[src/rtl/vga_timing_gen.sv]
// vga_timing_gen: 640x480@60 raster timing (counters, syncs, blank, strobes, frame counter).
// Latency: DrawX/DrawY and every registered output are mutually aligned; next_* lead them by one cycle.
// Backpressure: none, free-running from vga_clk.
// Ports: vga_clk/reset in; hs/vs sync out; blank (1 = visible); DrawX/DrawY current position;
//        next_x/next_y/next_blank one-pixel-ahead view; line_start/frame_start pulses; frame_count.
module vga_timing_gen #(
   parameter int H_ACTIVE = 640,
   parameter int H_FP     = 16,
   parameter int H_SYNC   = 96,
   parameter int H_BP     = 48,
   parameter int V_ACTIVE = 480,
   parameter int V_FP     = 10,
   parameter int V_SYNC   = 2,
   parameter int V_BP     = 33,
   parameter bit SYNC_POL = 1'b0
) (
   input  logic        vga_clk,
   input  logic        reset,
   output logic        hs,
   output logic        vs,
   output logic        blank,
   output logic [9:0]  DrawX,
   output logic [9:0]  DrawY,
   output logic [9:0]  next_x,
   output logic [9:0]  next_y,
   output logic        next_blank,
   output logic        line_start,
   output logic        frame_start,
   output logic [15:0] frame_count
);

   localparam int H_TOTAL = H_ACTIVE + H_FP + H_SYNC + H_BP;
   localparam int V_TOTAL = V_ACTIVE + V_FP + V_SYNC + V_BP;

   localparam logic [9:0] H_LAST   = 10'(H_TOTAL - 1);
   localparam logic [9:0] V_LAST   = 10'(V_TOTAL - 1);
   localparam logic [9:0] H_VIS    = 10'(H_ACTIVE);
   localparam logic [9:0] V_VIS    = 10'(V_ACTIVE);
   localparam logic [9:0] HS_FIRST = 10'(H_ACTIVE + H_FP);
   localparam logic [9:0] HS_LAST  = 10'(H_ACTIVE + H_FP + H_SYNC - 1);
   localparam logic [9:0] VS_FIRST = 10'(V_ACTIVE + V_FP);
   localparam logic [9:0] VS_LAST  = 10'(V_ACTIVE + V_FP + V_SYNC - 1);

   logic [9:0] hc;
   logic [9:0] vc;
   logic [9:0] nx;
   logic [9:0] ny;
   logic       nb;
   logic       hs_nxt;
   logic       vs_nxt;
   logic       at_line_start;
   logic       at_frame_start;

   // Position the counters will hold after the next edge.
   always_comb begin
      nx = hc + 10'd1;
      ny = vc;
      if (hc == H_LAST) begin
         nx = '0;
         ny = (vc == V_LAST) ? '0 : vc + 10'd1;
      end
   end

   // All registered outputs are decoded from the next position so they
   // land in the same cycle as the coordinates they describe.
   always_comb begin
      nb             = (nx < H_VIS) && (ny < V_VIS);
      hs_nxt         = ((nx >= HS_FIRST) && (nx <= HS_LAST)) ? SYNC_POL : ~SYNC_POL;
      vs_nxt         = ((ny >= VS_FIRST) && (ny <= VS_LAST)) ? SYNC_POL : ~SYNC_POL;
      at_line_start  = (nx == '0);
      at_frame_start = (nx == '0) && (ny == '0);
   end

   // Reset parks the raster at (0,0) with strobes low, so the first
   // post-reset cycle is pixel (0,0) without a start pulse.
   always_ff @(posedge vga_clk or posedge reset) begin
      if (reset) begin
         hc          <= '0;
         vc          <= '0;
         hs          <= ~SYNC_POL;
         vs          <= ~SYNC_POL;
         blank       <= 1'b1;
         line_start  <= 1'b0;
         frame_start <= 1'b0;
         frame_count <= '0;
      end else begin
         hc          <= nx;
         vc          <= ny;
         hs          <= hs_nxt;
         vs          <= vs_nxt;
         blank       <= nb;
         line_start  <= at_line_start;
         frame_start <= at_frame_start;
         if (at_frame_start) begin
            frame_count <= frame_count + 16'd1;
         end
      end
   end

   assign DrawX      = hc;
   assign DrawY      = vc;
   assign next_x     = nx;
   assign next_y     = ny;
   assign next_blank = nb;

endmodule

[config.mk]
export PLATFORM = sky130hd
export DESIGN_NAME = vga_timing_gen
export DESIGN_NICKNAME = d
export VERILOG_FILES = /design/src/rtl/vga_timing_gen.sv
export SDC_FILE = /design/constraint.sdc
export NUM_CORES = 1
export LEC_CHECK = 0
export CORE_UTILIZATION = 30
export DETAILED_ROUTE_END_ITERATION = 8
export DONT_BUFFER_PORTS = 1
export SYNTH_ARGS = -nofsm -noshare
export SYNTH_HDL_FRONTEND = slang
export SYNTH_SLANG_ARGS = --single-unit
[constraint.sdc]
create_clock -name vga_clk -period 3.45 [get_ports vga_clk]
set_clock_uncertainty 0.15 [all_clocks]
set_input_delay 0.1725 -clock vga_clk [delete_from_list [all_inputs] [get_ports vga_clk]]
set_output_delay 0.1725 -clock vga_clk [all_outputs]
set_load 0.05 [all_outputs]
# Word level (Yosys, flattened, before mapping)
# Cells that the tools add are included.
# op_classes
add_sub_neg	3
n_lt_le_gt_ge	6
n_eq_ne	2
muxes	5
reduce_logical	6
# ops
cell	n
10-bit 2-to-1 mux	3
10-bit by 1-bit adder with 10-bit output (second input constant)	2
10-bit equality test (second input constant)	2
10-bit zero test	2
16-bit by 1-bit adder with 16-bit output (second input constant)	1
10-bit greater-or-equal comparator (second input constant)	1
10-bit by 9-bit greater-or-equal comparator with 1-bit output (second input constant)	1
10-bit <= comparator (second input constant)	1
10-bit by 9-bit <= comparator with 1-bit output (second input constant)	1
10-bit less-than comparator (second input constant)	1
10-bit by 9-bit less-than comparator with 1-bit output (second input constant)	1
1-bit logical AND	4
1-bit 2-to-1 mux	2
# word_totals
ff_bits	41
input_bits	2

# Logic depth before layout (Yosys ltp)
# Gate-level depths: netlist of run 1.
# logic_depth
depth_word	6
ltp_mapped	12
ltp_nobuf	10

# Worst setup path after synthesis of run 1
# OpenSTA, ideal clock, no wires.
# synth_timing
path_kind	register to register
startpoint	reg hc[0], in the netlist DrawX[0]
endpoint	reg frame_count[9]
setup_time_ps	80
t_arrival_ps	3412
setup_slack_ps	-193
path_stages_with_launch	11
synth_period_minus_slack_ps	3643
path_cell_list	dfrtp_1 -> ha_1 -> nand3_1 -> xnor2_1 -> nor4_1 -> a21oi_1 -> or4_1 -> or4_4 -> buf_6 -> nor3_2 -> xnor2_1
# synth_via
elab_chain_cells	4
# synth_rtl
item	line_no	text
from (decl)	44	logic [9:0] hc;
from (signal assigned)	87	hc <= nx;
10-bit by 1-bit adder with 10-bit output / 10-bit equality test (equally long branches)	56, 58	
10-bit 2-to-1 mux *	58	if (hc == H_LAST) begin
named net next_x[4]	24	output logic [9:0] next_x,
10-bit zero test *	71	at_frame_start = (nx == '0) && (ny == '0);
1-bit logical AND *	71	
to (signal assigned)	95	frame_count <= frame_count + 16'd1;
to (decl)	29	output logic [15:0] frame_count
# Mark *: on every way through the listed nets, which the timed path passes. The rest lies on a longest branch.
# A chain may end at the register's enable or synchronous reset.

# Final worst setup path of run 1
# layout_timing
startpoint	reg hc[0], in the netlist DrawX[0]
endpoint	reg frame_count[11]
# layout_via
elab_chain_cells	4
# layout_rtl
item	line_no
10-bit by 1-bit adder with 10-bit output / 10-bit equality test (equally long branches)	56, 58
10-bit 2-to-1 mux	58
10-bit zero test	71
1-bit logical AND *	71
# Mark *: on every way between the ends. The rest lies on a longest branch, timed or not.

==> impl_metrics.json, run 1 <==
{
  "place_congestion": 0.903,
  "finalSetupViolations": 0,
  "syn-num-nets": 239,
  "grt_max_degree": 42,
  "rows": 31,
  "grt_usage_pct": 15.4,
  "synth-main-ff-cell": "dfrtp_1",
  "crit_top_cell": "or4_1",
  "leakagePower_nw": 1.30,
  "cpPeakStageDelay_ns": 0.45,
  "period_minus_slack_ns": 3.15,
  "syn_inst": 232,
  "synth_warnings": 0,
  "relSlewSlack_pct": 31.1,
  "final-hold-violation-count": 0,
  "crit_fanout": 9,
  "placed_cells": 363,
  "synthArstFlopShare_pct": 100,
  "antenna_found_initial": 0,
  "cts_tree": "done",
  "end_kind": "flip-flop",
  "via_per_inst": 5.13,
  "mappedNetlistArea_um2": 2220,
  "first_global_vias": 1943,
  "ir_drop_mv": 0.145,
  "synth_seq_area_share_pct": 46.3,
  "gr-total-overflow": 0,
  "hp-class": "in2async",
  "drive_gt1_share_pct": 24.2,
  "diodes": 0,
  "post_drt_wl_per_cell_um": 15.6,
  "io_buffers": 0,
  "num_io_pins": 64,
  "cap_violations": 0,
  "layout.cells.non_filler": 372,
  "wl_um": 5810,
  "critical_path.cell_chain": "ha_1, and4_1, and3_1, buf_4, nor2_1, or4_1, or4_1, or3_1, xnor2_1",
  "crit_arrival_ns": 3.15,
  "p_per_area_nw_per_um2": 298,
  "fmax_ghz": 0.318,
  "via_count": 1908,
  "rsz0062_at_grt": "no",
  "synth.avg_cell_area_um2": 9.58,
  "hold_buffers": 1,
  "start_util_pct": 30.8,
  "insertion_delay_ns": 0.29,
  "die_h_um": 88.1,
  "drc": 0,
  "die_area_um2": 7760,
  "critical_path.startpoint_type": "flip-flop",
  "synth-edff-count": 0,
  "final_nets": 279,
  "dr.pass1.iters": 4,
  "cts_resized": 0,
  "clk_path_buf_depth": 2,
  "fin_crit_sh_pct": 91.2,
  "synth_top_area_share_pct": 42.8,
  "cp.required_ns": 3.46,
  "numClockSinks": 41,
  "ys_types": 46,
  "critPathKind": "reg2reg",
  "yosysMostFrequentCell": "dfrtp_1",
  "synth_area_leaders": "dfrtp_1, xor2_1, xnor2_1",
  "grt_pass1_wl_um": 9230,
  "root_buffer": "clkbuf_8",
  "drt_iter0_markers": 77,
  "synth_common_cells": "dfrtp_1, nor2_1, nand3_1, nand2_1",
  "synth_area_leader_cell": "dfrtp_1",
  "slew_viol_final": 0,
  "ys_ff_latch": 41,
  "layout-area-overhead-vs-synth_pct": 22.2,
  "core-area_um2": 7210,
  "status": "finished clean",
  "ant_nets": 0,
  "place_hpwl_um": 4380,
  "post-cts-setup-buffers": 0,
  "max_slew.worst_pin.slew_ns": 1.03,
  "cts_buffers": 5,
  "die_w_um": 88.1,
  "finalSetupTns_ns": 0,
  "path_clk_slew_ns": 0.09,
  "slowest_stage": "or4_1",
  "cts_max_level": 2
}
final timing paths:
kind	endpoint	depth (start not counted)	start	slack, ns
max	frame_count[11]	9	DrawX[0]	0.30
min	DrawX[3]	3	reset	0.29
min in group vga_clk	DrawX[2]	2	DrawX[2]	0.47
max reg2reg	frame_count[11]	9	DrawX[0]	0.30
max in group asynchronous	DrawX[1]	3	reset	2.48
min reg2reg	DrawX[2]	2	DrawX[2]	0.47
through the flow:
stage / cell area (um2) / utilization (%) / power (W) / setup slack (ns) / hold WS [ns]
floorplan: 2230 / - / 0.000497 / 0.0651 / 0.251
global placement: 2620 / 36.3 / 0.000501 / 0.354 / 0.0697
detailed placement: 2620 / 36.3 / 0.000501 / 0.323 / 0.0794
CTS: 2720 / 37.7 / 0.000823 / 0.302 / 0.316
global route: 2720 / 37.7 / 0.000846 / 0.125 / 0.364
finish: 2720 / 37.7 / 0.000810 / 0.303 / 0.290
area by class of cell:
| type | instances | area [um2] |
|---|---|---|
| repair buffers | 42 | 318 |
| multi-input cells | 167 | 1100 |
| clock buffers | 5 | 68.8 |
| inverters | 15 | 56.3 |
| flip-flops and latches | 41 | 1030 |
| fillers | 740 | 4500 |
| well taps | 99 | 124 |
| clock inverters | 3 | 17.5 |
report_power, final:
| part | switching, W | internal, W |
|---|---|---|
| Clock | 0.000179 | 0.000140 |
| Combinational | 0.00000931 | 0.00000159 |
| Sequential | 0 | 0.000480 |
worst max-delay path, delay by kind of cell, from the launching register on:
kind / cells / cell delay [ns]
buffers and inverters: 1 / 0.20
flip-flops: 1 / 0.37
XOR/XNOR: 1 / 0.13
AND/OR/NAND/NOR: 6 / 2.01
adder cells (fa/ha/maj): 1 / 0.16
metal layers:
| metal | global-route usage (%) | wire, um |
|---|---|---|
| met4 | 6.16 | 89 |
| met3 | 5.66 | 544 |
| met2 | 24.7 | 2680 |
| met5 | 0 | 0 |
| met1 | 18.7 | 2500 |
layout by cell type, fill, tap and decap left out, types with 3 or more instances in the layout:
master,Yosys,layout
buf_4,2,41
dfrtp_1,38,36
nor2_1,23,23
nand3_1,20,20
nand2_1,18,18
xor2_1,15,15
inv_1,15,14
xnor2_1,12,11
o21ai_0,10,8
nor3_1,8,8
nand4_1,6,6
a21oi_1,5,5
ha_1,5,5
clkbuf_8,0,5
and3_1,4,4
or3_1,3,3
a21o_1,3,3
or4_1,3,3
dfstp_2,3,3
registers in the layout, summed over array words and instances, names as in the netlist:
name / count
vs: 1
DrawY: 10
blank: 1
DrawX: 10
frame_count: 16
frame_start: 1
hs: 1
line_start: 1
cells by family (layout without fill, tap and decap cells):
family / after synthesis / in the layout / share of synthesized area [%]
AND/OR/NAND/NOR: 104 / 104 / 25.9
flip-flops: 41 / 41 / 46.3
AO/OA/AOI/OAI: 30 / 30 / 8.84
XOR/XNOR: 27 / 27 / 10.6
buffers and inverters: 24 / 65 / 5.01
adder cells (fa/ha/maj): 5 / 5 / 2.81
multiplexers: 1 / 1 / 0.506
Note: power is estimated with default switching activity, not from simulation.
==> run 2: changes to the inputs <==
==> constraint.sdc (replaced) <==
create_clock -name vga_clk -period 3.45 [get_ports vga_clk]
set_clock_uncertainty 0.15 [all_clocks]
set_input_delay 0.1725 -clock vga_clk [delete_from_list [all_inputs] [get_ports vga_clk]]
set_output_delay 0.1725 -clock vga_clk [all_outputs]
set_load 0.1 [all_outputs]
==> run 2 against run 1 <==
Sequential share of layout area shrank 2.8 points. Flip-flop and latch count is the same. Wire length shrank 4.1%. Clock power grew 8.5%. Clock-buffer cell count grew 1. Fmax shrank 5.3%. Sequential power is essentially flat. Combinational power is essentially flat. Final cell count grew 3.8%. Critical path depth grew 1. Power grew 3.5%. Critical path type unchanged.
==> impl_metrics.json, run 2 (synthesis gave the netlist of run 1 again) <==
{
  "status": "finished clean",
  "slew_viol_final": 0,
  "layout-area-overhead-vs-synth_pct": 33.1,
  "leakagePower_nw": 1.40,
  "slowest_stage": "dfrtp_4",
  "holdWs_ns": 0.285,
  "reg2reg_depth": 10,
  "final_common_cell": "buf_4",
  "p_total_w": 0.000838,
  "top_register": "frame_count",
  "crit_start": "DrawX[1]",
  "via_per_inst": 4.89,
  "final-hold-violation-count": 0,
  "drt_iter0_markers": 51,
  "ant_nets": 0,
  "post-place-ws_ns": 0.145,
  "critical_path.cell_chain": "buf_4, nand3_1, nor4_1, xnor2_1, nor2_4, or4_1, or4_1, buf_4, nor4_4, xor2_1",
  "cts_buffers": 5,
  "layout_common_cells": "buf_4, dfrtp_1, nand3_1, nor2_1, nand2_1",
  "placed_cells": 375,
  "die_w_um": 88.1,
  "io_buffers": 0,
  "timing.rr.start": "DrawX[1]",
  "rsz0062_at_grt": "no",
  "post_drt_wl_per_cell_um": 14.4,
  "period_minus_slack_ns": 3.32,
  "p_sw_share_pct": 23.1,
  "start_util_pct": 30.8,
  "num_io_pins": 64,
  "p_per_area_nw_per_um2": 283,
  "cap_violations": 0,
  "die_area_um2": 7760,
  "n_fill_cell": 718,
  "cpPeakStageDelay_ns": 0.44,
  "internal_power_w": 0.000644,
  "drc": 0,
  "grt_usage_pct": 15.3,
  "fmax_ghz": 0.301,
  "finalSetupViolations": 0,
  "layout.cells.non_filler": 386,
  "crit_fanout": 10,
  "dr.pass1.iters": 4,
  "cts_resized": 0,
  "switching_power_w": 0.000194,
  "die_h_um": 88.1,
  "power_frac_seq_pct": 57.3,
  "max_slew.worst_pin.slew_ns": 1.12,
  "path_clk_slew_ns": 0.08,
  "finalSetupTns_ns": 0,
  "relSlewSlack_pct": 25.4,
  "ir_drop_mv": 0.171,
  "numClockSinks": 41,
  "critPathKind": "reg2reg",
  "place_hpwl_um": 4220,
  "cts_max_level": 2,
  "rows": 31,
  "reg2reg_slack_ns": 0.13,
  "cts_tree": "done",
  "crit_arrival_ns": 3.40,
  "wl_um": 5580,
  "cp.required_ns": 3.53,
  "grt_max_degree": 42,
  "clkPwrFrac_pct": 41.3,
  "grt_pass1_wl_um": 8960,
  "drive_gt1_share_pct": 35.2,
  "end_kind": "flip-flop",
  "place_congestion": 0.915,
  "gr-total-overflow": 0,
  "first_global_vias": 1825,
  "worst_slack_ns": 0.127,
  "diodes": 0,
  "insertion_delay_ns": 0.30,
  "antenna_found_initial": 0,
  "comb_power_share_pct": 1.3,
  "core-area_um2": 7210,
  "critical_path.startpoint_type": "flip-flop",
  "hp-class": "in2async",
  "fin_crit_sh_pct": 96.3,
  "largest_reg_flops": 16,
  "rr_endpoint": "frame_count[10]",
  "clk_path_buf_depth": 2,
  "via_count": 1888,
  "final_nets": 293,
  "root_buffer": "clkbuf_8"
}
-- run 2: cell count changes in the layout (fill, tap and decap cells not counted), sizes merged --
cell	change
clkbuf	+1
clkinvlp	-1
buf	+14
-- run 2: routing by layer --
metal | routed length [um] | track usage [%] | vias to the layer above
met5 | 0 | 0 | -
met4 | 59 | 5.28 | 0
met3 | 476 | 6.03 | 5
met2 | 2430 | 24.0 | 62
met1 | 2610 | 19.2 | 909
li1 | - | - | 912
-- run 2: area by class of cell --
| type | instances | area [um2] | share of cell area (%) |
|---|---|---|---|
| Clock inverter | 2 | 13.8 | 0.465 |
| Tap cell | 99 | 124 | 4.18 |
| Timing Repair Buffer | 56 | 423 | 14.3 |
| Inverter | 15 | 56.3 | 1.90 |
| Clock buffer | 6 | 82.6 | 2.79 |
| Multi-Input combinational cell | 167 | 1220 | 41.2 |
| Sequential cell | 41 | 1040 | 35.2 |
-- run 2: power groups by stage --
stage / combinational (W) / sequential, W / clock (W)
global route: 0.0000136 / 0.000480 / 0.000380
detailed placement: 0.0000111 / 0.000490 / 0
floorplan: 0.00000702 / 0.000490 / 0
global placement: 0.0000109 / 0.000490 / 0
CTS: 0.0000120 / 0.000480 / 0.000358
finish: 0.0000112 / 0.000480 / 0.000346
-- run 2: metrics by stage --
step	utilization, %	instance area (um2)
after global placement	39.4	2840
after global routing	41.0	2960
final	41.0	2960
after detailed placement	39.4	2840
after floorplan	-	2340
after CTS	40.8	2950
-- run 2: timing repair --
action,CTS,global route
endpoints found under the setup margin,0,2
buffers inserted,0,2
hold endpoints to repair,38,0
hold buffers,1,0
-- run 2: worst max path at each step --
stage / endpoint / cells after the start
3_3_place_gp: frame_count[10] / 10
2_1_floorplan: frame_count[1] / 9
5_1_grt: frame_count[15] / 10
4_1_cts: frame_count[10] / 10
3_5_place_dp: frame_count[10] / 10
6_report: frame_count[10] / 10
-- run 2: critical path: cells and delay by family (launching register included) --
family | cells | cell delay (ns)
AND/OR/NAND/NOR | 6 | 1.77
buffers and inverters | 2 | 0.51
flip-flops | 1 | 0.44
XOR/XNOR | 2 | 0.38
